`src/rtl/quad_duty_gen.sv`:
```
// Quadrature encoder front end: filters A/B, keeps a saturating signed position,
// and slews a 9-bit duty command that only moves on PWM frame boundaries.
module quad_duty_gen #(
  parameter int FILT_LEN = 4,
  parameter int POS_W    = 16,
  parameter int STEP_MAX = 8,
  parameter int DUTY_MID = 256
) (
  input  logic                    clk,
  input  logic                    rst,
  input  logic                    enc_a,
  input  logic                    enc_b,
  input  logic                    zero,
  input  logic                    servo_en,
  output logic [8:0]              duty,
  output logic                    duty_upd,
  output logic signed [POS_W-1:0] position,
  output logic                    dir,
  output logic                    err
);

  localparam int FW = (FILT_LEN > 1) ? $clog2(FILT_LEN) : 1;
  localparam int TW = (POS_W + 2 > 11) ? POS_W + 2 : 11;
  localparam logic [POS_W-1:0] POS_MAX = {1'b0, {(POS_W-1){1'b1}}};
  localparam logic [POS_W-1:0] POS_MIN = {1'b1, {(POS_W-1){1'b0}}};
  localparam logic [8:0] STEP = 9'(STEP_MAX);

  logic [1:0] enc_raw;
  logic [1:0] filt;
  logic [1:0] prev_reg;
  logic       up_next, dn_next, bad_next;
  logic       up_reg, dn_reg, bad_reg;
  logic       sen_reg;
  logic       boundary;
  logic [TW-1:0] tgt_wide;
  logic [8:0] tgt;
  logic [8:0] diff;
  logic [8:0] duty_next;

  assign enc_raw = {enc_a, enc_b};

  generate
    for (genvar gi = 0; gi < 2; gi++) begin : g_chan
      logic          s1_reg, s2_reg, f_reg;
      logic [FW-1:0] cnt_reg;

      always_ff @(posedge clk or negedge rst) begin
        if (!rst) begin
          s1_reg  <= 1'b0;
          s2_reg  <= 1'b0;
          f_reg   <= 1'b0;
          cnt_reg <= '0;
        end else begin
          s1_reg <= enc_raw[gi];
          s2_reg <= s1_reg;
          if (s2_reg == f_reg) begin
            cnt_reg <= '0;
          end else if (cnt_reg == FW'(FILT_LEN - 1)) begin
            f_reg   <= s2_reg;
            cnt_reg <= '0;
          end else begin
            cnt_reg <= cnt_reg + 1'b1;
          end
        end
      end

      assign filt[gi] = f_reg;
    end
  endgenerate

  // Gray-code transitions {prev, now}; a two-bit jump means a missed state.
  always_comb begin
    up_next  = 1'b0;
    dn_next  = 1'b0;
    bad_next = 1'b0;
    case ({prev_reg, filt})
      4'b0001, 4'b0111, 4'b1110, 4'b1000: up_next  = 1'b1;
      4'b0100, 4'b1101, 4'b1011, 4'b0010: dn_next  = 1'b1;
      4'b0011, 4'b1100, 4'b0110, 4'b1001: bad_next = 1'b1;
      default: ;
    endcase
  end

  // Decoded events are registered once more so a pin change reaches position
  // FILT_LEN+3 edges after it is first sampled.
  always_ff @(posedge clk or negedge rst) begin
    if (!rst) begin
      prev_reg <= 2'b00;
      up_reg   <= 1'b0;
      dn_reg   <= 1'b0;
      bad_reg  <= 1'b0;
    end else begin
      prev_reg <= filt;
      up_reg   <= up_next;
      dn_reg   <= dn_next;
      bad_reg  <= bad_next;
    end
  end

  always_ff @(posedge clk or negedge rst) begin
    if (!rst) begin
      position <= '0;
      dir      <= 1'b0;
      err      <= 1'b0;
    end else if (zero) begin
      position <= '0;
      err      <= 1'b0;
    end else if (bad_reg) begin
      err <= 1'b1;
    end else if (up_reg) begin
      dir <= 1'b1;
      if (position != POS_MAX)
        position <= position + POS_W'(1);
    end else if (dn_reg) begin
      dir <= 1'b0;
      if (position != POS_MIN)
        position <= position - POS_W'(1);
    end
  end

  // Sign-extend position, offset to mid-scale, then clamp to 0..511.
  always_comb begin
    tgt_wide = {{(TW-POS_W){position[POS_W-1]}}, position} + TW'(DUTY_MID);
    if (tgt_wide[TW-1])
      tgt = 9'd0;
    else if (|tgt_wide[TW-2:9])
      tgt = 9'd511;
    else
      tgt = tgt_wide[8:0];
  end

  always_comb begin
    diff      = 9'd0;
    duty_next = duty;
    if (tgt > duty) begin
      diff      = tgt - duty;
      duty_next = duty + ((diff > STEP) ? STEP : diff);
    end else if (tgt < duty) begin
      diff      = duty - tgt;
      duty_next = duty - ((diff > STEP) ? STEP : diff);
    end
  end

  assign boundary = servo_en ^ sen_reg;

  always_ff @(posedge clk or negedge rst) begin
    if (!rst) begin
      sen_reg  <= 1'b0;
      duty     <= 9'(DUTY_MID);
      duty_upd <= 1'b0;
    end else begin
      sen_reg  <= servo_en;
      duty_upd <= boundary;
      if (boundary)
        duty <= duty_next;
    end
  end

endmodule

```
`config.mk`:
```
export PLATFORM = sky130hd
export DESIGN_NAME = quad_duty_gen
export DESIGN_NICKNAME = d
export VERILOG_FILES = /design/src/rtl/quad_duty_gen.sv
export SDC_FILE = /design/constraint.sdc
export NUM_CORES = 1
export LEC_CHECK = 0
export ABC_AREA = 1
export CORE_UTILIZATION = 55
export CTS_CLUSTER_SIZE = 8
export DETAILED_ROUTE_END_ITERATION = 8
export DONT_BUFFER_PORTS = 1
export PLACE_DENSITY = 0.71
export SLEW_MARGIN = 30
export SYNTH_ARGS = -nofsm -noshare
export SYNTH_HDL_FRONTEND = slang
export SYNTH_SLANG_ARGS = --single-unit
```
`constraint.sdc`:
```
create_clock -name clk -period 9 [get_ports clk]
set_input_delay 2.7 -clock clk [delete_from_list [all_inputs] [get_ports clk]]
set_output_delay 2.7 -clock clk [all_outputs]
set_load 0.01 [all_outputs]
```
==> metrics <==
outcome=completed; Syn Inst Count=534; # port buffers=0; Setup CP Type=reg2reg; RSZ-0062 raised after global routing=no; CORE AREA=6940 um^2; Ys Warns=0; Synth Area in Adders=15.9%; Post-Synth Simple-Gate Area=25.4%; ys flop type=dfrtp_1; area delta synth->final=4.63%; commonest cells after routing, fill and taps aside=103 x nand2_1, 79 x inv_1, 45 x ha_1; CP Data Arrival Time=5.49 ns; DRC viols=0; number of flops mapped to enable cells by yosys=0; Vias=3517; Synth Area in XOR/XNOR=6.27%; #FFs+latches synth=44; final hold viol count=0; Cell variety after synth=47; Final Skew=0.00885 ns; Final min period=5.25 ns; hold_buf cts=0; final setup vio count=0; Seq/Total Area, Yosys=27.2%; Fmax achieved=191 MHz; drt pass-1 iters=4; Worst path slowest cell=o21ai_0; Syn Area/Cell=7.58 um^2; die height=87.8 um; Worst path most repeated cell=nand2_1; initial core utilization=58.3%; I/O pin cnt=34; Cell Area, Synth=4050 um^2; area leader, netlist=dfrtp_1; CTS Buf Count=5; Rel. slew slack=54.7%; setup repair bufs after CTS=0; fin. max-slew vios=0; post-synthesis mux area share=0.556%; post-synthesis compound-gate area fraction=15.4%; initial DRC count=107; critical path peak fanout=9; FILL cells=635; Antenna diodes=0; critical path data required time=9.24 ns; Clock transition at path regs=0.09 ns; die width=87.8 um; share of layout cells above drive strength 1=10.6%; max-cap viol count=0; maximum level of the CTS H-tree=2; worst-skew pair later-pin latency=0.30 ns; main combinational cell family by area after synthesis=simple AND/OR/NAND/NOR gates; Max clock buf depth=2; worst-margin pin slew=0.673 ns; Async S/R FF share, synth=100%; Critical Path Sink Type=register; number of global-route vias before repair=3441; first-pass GRT wire length=16.1 mm; gr ovfl total=0; Placement Cell Area=4120 um^2; # rows=30; sum of negative setup slack=0 ns; CP Launch Type=register; Resized Gates After CTS=0; layout net count=591; Area contributors post-synth=dfrtp_1 27%, ha_1 14%, nand2_1 9.5%; final instance area=4240 um^2; top cell type's share of synthesized area=26.6%; fraction of the cycle the final worst path needs=58.3%; total clock sinks=44; Core Util, Final=61.0%; Total Die Area=7710 um^2; WL final=9.53 mm; largest net degree at the start of global routing=45; HPWL after DPL=7.75 mm; max incr delay on CP=0.57 ns; net count after synthesis=589; routability cong.=0.959; antenna violations before repair=0; most common cell after layout, fill and taps aside=nand2_1; WL per Instance=15.1 um; CTS tree=built; GRT Util Overall=27.0%; drt via density=5.56; max FFs per register=16; root buf cell=clkbuf_8; HP Class=reg2reg; Post-DRT Antenna Nets=0
critical path, delay by kind of cell (launching register included):
family	cells	cell delay (ns)
AO/OA/AOI/OAI	6	1.60
AND/OR/NAND/NOR	16	1.47
adder cells (fa/ha/maj)	3	0.93
flip-flops	1	0.55
XOR/XNOR	2	0.33
buffers and inverters	3	0.30
metrics by stage:
| stage | hold slack, ns | worst slack [ns] | instances |
|---|---|---|---|
| 2_1_floorplan | 0.331 | 4.43 | 534 |
| 3_3_place_gp | 0.332 | 3.97 | 625 |
| 3_5_place_dp | 0.336 | 3.81 | 625 |
| 4_1_cts | 0.357 | 3.77 | 633 |
| 5_1_grt | 0.363 | 3.09 | 633 |
| 6_report | 0.354 | 3.75 | 633 |
routing by layer:
| layer | routed length, um | part of all wire [%] | global-route usage, % |
|---|---|---|---|
| met4 | 273 | 2.9 | 10.1 |
| met3 | 503 | 5.3 | 4.62 |
| met1 | 4140 | 43 | 33.4 |
| met2 | 4610 | 48 | 47.0 |
| met5 | 0 | 0 | 0 |
Yosys cell counts, types with 2 or more instances:
| cell | n |
|---|---|
| a21o_1 | 4 |
| a21oi_1 | 28 |
| a21oi_2 | 3 |
| a31oi_1 | 2 |
| buf_2 | 2 |
| buf_6 | 4 |
| dfrtp_1 | 43 |
| fa_1 | 4 |
| ha_1 | 45 |
| inv_1 | 79 |
| inv_2 | 4 |
| mux2_2 | 2 |
| nand2_1 | 103 |
| nand2_2 | 18 |
| nand3_1 | 24 |
| nand3_2 | 3 |
| nand4_1 | 13 |
| nor2_1 | 30 |
| nor2_2 | 4 |
| nor3_1 | 10 |
| nor4_1 | 7 |
| o211ai_1 | 3 |
| o21ai_0 | 24 |
| o21ai_1 | 5 |
| o21ai_2 | 5 |
| o21bai_1 | 2 |
| o22ai_1 | 15 |
| o31ai_1 | 2 |
| xnor2_1 | 10 |
| xor2_1 | 19 |
cell families (layout without fill, tap and decap cells):
group	after synthesis	in the layout
compound gates	100	100
mux	2	2
buf+inv	91	94
fa+ha+maj	49	49
flops	44	44
simple gates	219	219
xor+xnor	29	29
layout make-up:
type / instances / area (um^2) / area share (%)
multi-input combinational: 399 / 2570 / 60.7
sequential: 44 / 1100 / 26.0
inverter: 85 / 322 / 7.59
tap: 96 / 120 / 2.83
clock buffer: 5 / 68.8 / 1.62
clock inverter: 3 / 46.3 / 1.09
timing repair buffer: 1 / 7.51 / 0.177
final timing paths:
check                                 startpoint                to  slack [ns]  cells after the start
worst max-delay path                position[11]           duty[5]        3.75                     30
worst min-delay path            g_chan[0].s1_reg  g_chan[0].s2_reg        0.35                      0
worst max register to register      position[11]           duty[5]        3.75                     30
worst min register to register  g_chan[0].s1_reg  g_chan[0].s2_reg        0.35                      0
max in group asynchronous                    rst           duty[8]        6.74                      0
min in group asynchronous                    rst  g_chan[0].s1_reg        2.08                      0
Power is not shown: default switching activity piles up to over one toggle a cycle in this logic, so the estimate is an artifact.
